--- config.mk ---
export PLATFORM = sky130hd
export DESIGN_NAME = div_seq_n
export DESIGN_NICKNAME = d
export VERILOG_FILES = /design/src/rtl/div_seq_n_pkg.sv /design/src/rtl/div_seq_n_div_step.sv /design/src/rtl/div_seq_n.sv
export SDC_FILE = /design/constraint.sdc
export NUM_CORES = 1
export LEC_CHECK = 0
export ABC_AREA = 1
export ABC_CLOCK_PERIOD_IN_PS = 2400
export CAP_MARGIN = 10
export CORE_UTILIZATION = 50
export CTS_CLUSTER_DIAMETER = 40
export DETAILED_ROUTE_END_ITERATION = 8
export PLACE_DENSITY = 0.72
export REMOVE_ABC_BUFFERS = 1
export SLEW_MARGIN = 20
export SYNTH_ARGS = -nofsm -noshare
export SYNTH_HDL_FRONTEND = slang
export SYNTH_SLANG_ARGS = --single-unit
--- constraint.sdc ---
create_clock -name clk -period 2.4 [get_ports clk]
set_clock_uncertainty 0.2 [all_clocks]
set_input_delay 0.48 -clock clk [delete_from_list [all_inputs] [get_ports clk]]
set_output_delay 0.48 -clock clk [all_outputs]
set_load 0.02 [all_outputs]
--- src/rtl/div_seq_n_pkg.sv ---
// Shared definitions for the sequential divider: default operand width and
// the controller state encoding, used by the RTL and its bench.
package div_seq_n_pkg;

  localparam int DIV_BITS_DEFAULT = 8;

  typedef enum logic [1:0] {
    IDLE = 2'd0,
    CALC = 2'd1,
    FIX  = 2'd2,
    DONE = 2'd3
  } div_state_t;

endpackage

--- src/rtl/div_seq_n_div_step.sv ---
// One restoring division step: shift the next dividend bit into the partial
// remainder, trial-subtract the divisor and keep the difference only when it
// does not borrow. The produced quotient bit enters at the LSB of the
// shifting dividend/quotient register.
module div_step #(
  parameter int bits = 8
) (
  input  logic [bits-1:0] rem_in,
  input  logic [bits-1:0] quo_in,
  input  logic [bits-1:0] dvsr,
  output logic [bits-1:0] rem_out,
  output logic [bits-1:0] quo_out
);

  logic [bits:0]   rem_shift;
  logic [bits-1:0] trial;
  logic            q_bit;

  // shift, trial subtract, select; the partial remainder is always below the
  // divisor, so a non-negative difference always fits in bits bits
  always_comb begin
    rem_shift = {rem_in, quo_in[bits-1]};
    trial     = rem_shift[bits-1:0] - dvsr;
    q_bit     = (rem_shift >= {1'b0, dvsr});
    rem_out   = q_bit ? trial : rem_shift[bits-1:0];
    quo_out   = {quo_in[bits-2:0], q_bit};
  end

endmodule

--- src/rtl/div_seq_n.sv ---
// Sequential restoring divider, unsigned or two's-complement signed.
//
// state | meaning
// ------+----------------------------------------------------------------
// IDLE  | waiting for start; operands and mode latched on the start edge
// CALC  | one shift-subtract step per cycle, bits cycles, MSB first
// FIX   | sign correction / divide-by-zero handling, results loaded
// DONE  | ready pulses for this single cycle, then back to IDLE
//
// Signed operands are reduced to magnitudes before CALC, so the datapath
// is purely unsigned. The most-negative value keeps its own bit pattern as
// a magnitude, which makes most-negative / -1 wrap back to most-negative
// without special handling of the quotient; only the ovf flag is extra.
module div_seq_n
  import div_seq_n_pkg::*;
#(
  parameter int bits = DIV_BITS_DEFAULT
) (
  input  logic            clk,
  input  logic            reset,
  input  logic            start,
  input  logic            sign,
  input  logic [bits-1:0] a,
  input  logic [bits-1:0] b,
  output logic [bits-1:0] div,
  output logic [bits-1:0] mod,
  output logic            ready,
  output logic            busy,
  output logic            div_err,
  output logic            ovf
);

  localparam logic [bits-1:0] ITER_LOAD = bits'(bits);
  localparam logic [bits-1:0] CNT_LAST  = {{(bits-1){1'b0}}, 1'b1};
  localparam logic [bits-1:0] MOST_NEG  = {1'b1, {(bits-1){1'b0}}};
  localparam logic [bits-1:0] ALL_ONES  = {bits{1'b1}};
  localparam logic [bits-1:0] ZERO      = {bits{1'b0}};

  div_state_t      state, state_next;

  logic [bits-1:0] quo_r;
  logic [bits-1:0] rem_r;
  logic [bits-1:0] dvsr_r;
  logic [bits-1:0] a_l;
  logic [bits-1:0] cnt;
  logic            q_neg;
  logic            r_neg;
  logic            div_zero;
  logic            ovf_case;

  logic [bits-1:0] a_mag;
  logic [bits-1:0] b_mag;
  logic [bits-1:0] rem_step;
  logic [bits-1:0] quo_step;
  logic [bits-1:0] quo_fix;
  logic [bits-1:0] rem_fix;
  logic            take;

  assign take = (state == IDLE) && start;

  // operand magnitudes as seen at the start edge
  always_comb begin
    a_mag = (sign && a[bits-1]) ? (~a + 1'b1) : a;
    b_mag = (sign && b[bits-1]) ? (~b + 1'b1) : b;
  end

  // signed results: quotient truncates toward zero, remainder follows the dividend
  always_comb begin
    quo_fix = q_neg ? (~quo_r + 1'b1) : quo_r;
    rem_fix = r_neg ? (~rem_r + 1'b1) : rem_r;
  end

  div_step #(
    .bits (bits)
  ) u_step (
    .rem_in  (rem_r),
    .quo_in  (quo_r),
    .dvsr    (dvsr_r),
    .rem_out (rem_step),
    .quo_out (quo_step)
  );

  // state register
  always_ff @(posedge clk or negedge reset) begin
    if (!reset) begin
      state <= IDLE;
    end else begin
      state <= state_next;
    end
  end

  // next-state logic; CALC ends on the terminal count of the iteration timer
  always_comb begin
    state_next = state;
    unique case (state)
      IDLE: begin
        if (start) begin
          state_next = (b == ZERO) ? FIX : CALC;
        end
      end
      CALC: begin
        if (cnt == CNT_LAST) begin
          state_next = FIX;
        end
      end
      FIX:     state_next = DONE;
      DONE:    state_next = IDLE;
      default: state_next = IDLE;
    endcase
  end

  // operand latch, iteration datapath and down-counter
  always_ff @(posedge clk or negedge reset) begin
    if (!reset) begin
      quo_r    <= ZERO;
      rem_r    <= ZERO;
      dvsr_r   <= ZERO;
      a_l      <= ZERO;
      cnt      <= ZERO;
      q_neg    <= 1'b0;
      r_neg    <= 1'b0;
      div_zero <= 1'b0;
      ovf_case <= 1'b0;
    end else if (take) begin
      quo_r    <= a_mag;
      rem_r    <= ZERO;
      dvsr_r   <= b_mag;
      a_l      <= a;
      cnt      <= ITER_LOAD;
      q_neg    <= sign && (a[bits-1] ^ b[bits-1]);
      r_neg    <= sign && a[bits-1];
      div_zero <= (b == ZERO);
      ovf_case <= sign && (a == MOST_NEG) && (b == ALL_ONES);
    end else if (state == CALC) begin
      quo_r <= quo_step;
      rem_r <= rem_step;
      cnt   <= cnt - 1'b1;
    end
  end

  // result registers, loaded together on the FIX edge and held until the next one
  always_ff @(posedge clk or negedge reset) begin
    if (!reset) begin
      div     <= ZERO;
      mod     <= ZERO;
      div_err <= 1'b0;
      ovf     <= 1'b0;
    end else if (state == FIX) begin
      if (div_zero) begin
        div     <= ALL_ONES;
        mod     <= a_l;
        div_err <= 1'b1;
        ovf     <= 1'b0;
      end else begin
        div     <= quo_fix;
        mod     <= rem_fix;
        div_err <= 1'b0;
        ovf     <= ovf_case;
      end
    end
  end

  // registered status: ready coincides with DONE, busy covers CALC..DONE
  always_ff @(posedge clk or negedge reset) begin
    if (!reset) begin
      ready <= 1'b0;
      busy  <= 1'b0;
    end else begin
      ready <= (state == FIX);
      busy  <= (state_next != IDLE);
    end
  end

endmodule

# After elaboration in Yosys (flattened, before gate mapping)
# Cells that the tools add are included.
[totals]
out_inout_bits = 20
register_bits = 66
inputBits = 20
wordCells = 63
[classes]
muxes = 19
n_eq_ne = 6
n_lt_le_gt_ge = 1
n_addsub = 6
bitwise_logic = 5
reduce_logical = 10
[ops]
columns = ["op", "n"]
rows = [
  ["$mux 8", 13],
  ["$add 8x1->8 const B", 4],
  ["$not 8->8", 4],
  ["$eq 8x8->1 const B", 2],
  ["$ge 9x8->1", 1],
  ["$eq 8x1->1 const B", 1],
  ["$logic_not 8->1", 1],
  ["$pmux 2 s4", 1],
  ["$sub 8x1->8 const B", 1],
  ["$sub 8x8->8", 1],
  ["$logic_and 1x1->1", 6],
  ["$mux 2", 3],
  ["$eq 2x2->1 const B", 2],
  ["$reduce_bool 2->1", 2],
  ["$eq 2x1->1 const B", 1],
  ["$logic_not 2->1", 1],
  ["$mux 1", 2],
  ["$xor 1x1->1", 1],
]

# Longest topological paths before layout
[logic_depth]
ltp_word = 5
ltp_mapped = 12
mapped_depth_nobuf = 12

# Hierarchy
# Synthesis repeated with hierarchy kept, for this count alone.
[unflattened]
hier_cells = 560
area_unflattened_um2 = 4121.5
[modules_own_cells]
columns = ["mod", "cells_per_inst", "seq_area_each_um2", "area_each_um2", "instances"]
rows = [
  ["div_seq_n", 443, 1651.6, 3407.0, 1],
  ["div_step", 117, 0.0, 714.4, 1],
]

# Least setup slack after synthesis
# No wires, ideal clock.
[synth_path]
path_kind = "reg-to-reg"
startpoint = "reg quo_r[7]"
endpoint = "reg rem_r[4]"
t_required_ps = 2083
setup_time_ps = 117
synth_period_minus_slack_ps = 1853
path_stages_with_launch = 10
n_path_buf = 0
t_arrival_ps = 1535
path_slack_ps = 547
cell_sequence = "dfrtp_1 -> inv_1 -> ha_1 -> inv_1 -> fa_1 -> a21oi_1 -> xor2_1 -> nand2_1 -> nand3_1 -> nand2_1"
[synth_between]
elab_chain_len = 4
elab_cells_between_ends = 5
classes_between = "1 x add/sub; 1 x order compare; 3 x mux"
[synth_lines]
columns = ["item", "line_no", "rtl"]
rows = [
  ["start, declared", "div_seq_n.sv:41", "logic [bits-1:0] quo_r;"],
  ["start signal, assigned", "div_seq_n.sv:125", "quo_r <= a_mag;"],
  ["start signal, assigned", "div_seq_n.sv:135", "quo_r <= quo_step;"],
  ["$sub 8x8->8 or $ge 9x8->1 (tied branches)", "div_seq_n_div_step.sv:23, div_seq_n_div_step.sv:24", ""],
  ["$mux 8 (*)", "div_seq_n_div_step.sv:25", "rem_out = q_bit ? trial : rem_shift[bits-1:0];"],
  ["$mux 8 (*)", "div_seq_n.sv:134", "end else if (state == CALC) begin"],
  ["$mux 8 (*)", "div_seq_n.sv:124", "end else if (take) begin"],
  ["end signal, assigned", "div_seq_n.sv:136", "rem_r <= rem_step;"],
  ["end, declared", "div_seq_n.sv:42", "logic [bits-1:0] rem_r;"],
]
# Mark *: on every way between the ends. The rest lies on a longest branch, timed or not. The select of a mux whose other input is x is not followed.
# A chain may end at the register's enable or synchronous reset.

# Worst setup path after layout
[layout_path]
startpoint = "reg rem_r[5]"
endpoint = "reg rem_r[7]"
[layout_between]
elab_chain_len = 4
elab_cells_between_ends = 5
classes_between = "1 x add/sub; 1 x order compare; 3 x mux"
[layout_lines]
columns = ["item", "line_no"]
rows = [
  ["$sub 8x8->8 or $ge 9x8->1 (tied branches)", "div_seq_n_div_step.sv:23, div_seq_n_div_step.sv:24"],
  ["$mux 8 (*)", "div_seq_n_div_step.sv:25"],
  ["$mux 8 (*)", "div_seq_n.sv:134"],
  ["$mux 8 (*)", "div_seq_n.sv:124"],
]
# Marks and branches as above.

==> results.toml <==
[floorplanning]
io_pins = 40
num_rows = 31
dieWidth_um = 90.73
fp.dieH_um = 90.73
dieArea_um2 = 8231
core_um2 = 7447
initial_utilization_pct = 52.86

[layout]
fill_cells = 691
area_growth_pct = 18.88
post_route_cells_drive_above_1_share_pct = 7.840
finish.utilization_pct = 62.84
seqCellArea_um2 = 1652
antennaDiodeCount = 0
final_nets = 605
multi_input_area_um2 = 1902
post-route-cell-area_um2 = 4679

[setup_path]
crit_start = "rem_r[5]"
crit_buf_inv = 0
crit_chain = "ha_1, nand2_1, nand2_1, nand2_1, nand2_1, nor2_4, nand2_4, nand2_2, nand2_1, nand2_1, nand2_1"
endpoint_kind = "register"
required_ns = 2.45
cpMostUsedCell = "nand2_1"
rr_worst_depth = 11
r2r_end = "rem_r[7]"
r2r_slack_ns = 0.33
r2r-start = "rem_r[5]"
start_kind = "register"
slowest_stage = "dfrtp_1"
crit_arrival_ns = 2.12
critical-path-top-delay-family = "simple AND/OR/NAND/NOR gates"
critPathMaxFanout = 9
critPathKind = "register to register"
max_stage_delay_ns = 0.45

[route]
vias = 3607
drc = 0
antenna_left = 0
firstDrtPassIters = 5
viasPerCell = 5.360
totalWireLength_um = 9848
wl_per_cell_um = 14.63
drt_iter0_markers = 195

[timing]
fin_crit_ns = 2.072
worstMarginPinSlew_ns = 0.4286
grt_setup_unrepaired = "no"
tns_ns = 0
setup_slack_ns = 0.3280
finalHoldViolations = 0
fin_crit_sh_pct = 86.33
final_max_slew_viol_count = 0
slew_headroom_pct = 71.36
hold_slack_ns = 0.2834
setup_violations = 0
fmax_ghz = 0.4826

[clock_network]
postCtsSetupBuffers = 0
clk_path_buf_depth = 2
cts_root_buf = "clkbuf_8"
ctsResizeCount = 0
clk_pin_slew_ns = 0.08
cts_sinks = 66
cts.htree.levels = 3
cts_made_buffers = 9
tritoncts = "yes"
clkLatencyLatePin_ns = 0.35

[global_routing]
grt_pass1_wl_um = 16880
antenna_found_initial = 0
gr-total-overflow = 0
grtUsageTotal_pct = 26.09
grt_max_degree = 67
grt_pass1_vias = 3574

[placed_design]
hpwl_um = 7223
finalWeightedCongestion = 0.9686
post_dp_cell_area_um2 = 4443
io_buffers = 39
dp_slack_ns = 0.1690

[yosys]
seq_area_frac_synth_pct = 41.96
synth_top_area_share_pct = 41.96
synth_area_um2 = 3936
syn_inst = 521
synth_largest_area_cell = "dfrtp_1"
synth_area_leaders = "dfrtp_1 42%, nand2_1 12%, inv_1 7.4%"
ys_ff_latch = 66
postSynthAreaPerCell_um2 = 7.555
synth.distinct_cells = 33
yosys_warnings = 0

[power_and_ir_drop]
ir_worst_vdd_mv = 0.8061
powerDensity_nw_per_um2 = 1406
power_leakage_nw = 2.348

[hold_path]
hp-start = "div_err"
hp-class = "register to register"
min_to = "div_err"
min_path_cells = 2

[run]
maxCapViolations = 0

[run_status]
status = "completed"
-- layout make-up --
type	instances	share of cell area, %
multi-input combinational	361	40.64
tap	99	2.647
inverter	84	6.738
sequential	66	35.29
clock inverter	6	1.898
clock buffer	10	2.941
timing repair buffer	47	9.840
-- metal layers --
metal  track usage [%]  vias to the layer above  part of all wire [%]  wire length [um]
li1                  -                     1772                     -                 -
met1             34.16                     1679                    44              4293
met2             43.24                      142                    48              4730
met3             4.209                       14                   6.8               673
met4             9.946                        0                   1.5               150
met5                 0                        -                     0                 0
-- logic make-up after synthesis --
group           synth area share, %
simple gates                  28.67
flops                         41.96
compound gates                11.70
xor+xnor                      2.670
buf+inv                       9.726
fa+ha+maj                     5.277
-- worst reg2reg max path, delay by kind of cell (launching register included) --
| family | cells | cell delay (ns) |
|---|---|---|
| DFF | 1 | 0.45 |
| adders and majority gates | 1 | 0.41 |
| and+or+nand+nor | 10 | 0.93 |
-- synthesized netlist by cell type (all sizes together) --
library cell,count
nand2,131
inv,84
dfrtp,66
nand3,54
nor2,50
o21ai,47
ha,15
a21oi,13
buf,10
xor2,10
nand4,8
o21bai,7
nor3,6
o22ai,4
a31oi,3
o221ai,3
a22oi,2
o211ai,2
xnor2,2
fa,1
nand3b,1
o31ai,1
or2,1
-- sequential cells by signal, summed over array words and instances, names as in the netlist, 2 cells and up --
signal  flops
div         8
state       2
rem_r       8
a_l         8
cnt         8
dvsr_r      8
quo_r       8
mod         8
-- power breakdown --
part / switching (mW) / total, mW / internal [mW]
combinational: 2.19 / 3.54 / 1.35
sequential: 0.353 / 1.96 / 1.60
clock: 0.463 / 1.08 / 0.615
total: 3.01 / 6.58 / 3.57
-- metrics by stage --
stage	instances	power [mW]
floorplan	511	4.413
global placement	656	5.411
detailed placement	656	5.489
CTS	673	6.594
global route	673	7.194
finish	673	6.580
-- repair_timing --
action,4_1_cts,5_1_grt
endpoints found under the hold margin,66,0
hold buffers,1,0
setup endpoints to repair,0,0
-- how the worst max path moves through the flow --
stage	to	slack, ns	cells after the start
floorplan	rem_r[4]	0.55	9
global placement	busy	0.26	10
detailed placement	busy	0.17	10
CTS	rem_r[7]	0.35	11
global route	rem_r[7]	0.21	11
finish	rem_r[7]	0.33	11
-- cell usage in the layout (no fill, tap or decap), types with 4 or more instances in the layout --
cell             count
nand2_1            126
inv_1               78
dfrtp_1             66
nand3_1             51
o21ai_0             45
nor2_1              44
clkdlybuf4s50_1     38
ha_1                15
a21oi_1             13
xor2_1              10
clkbuf_8            10
nand4_1              8
o21bai_1             7
inv_2                6
nor3_1               6
buf_4                6
nor2_4               5
o22ai_1              4
Power figures use the tool's default switching activity.
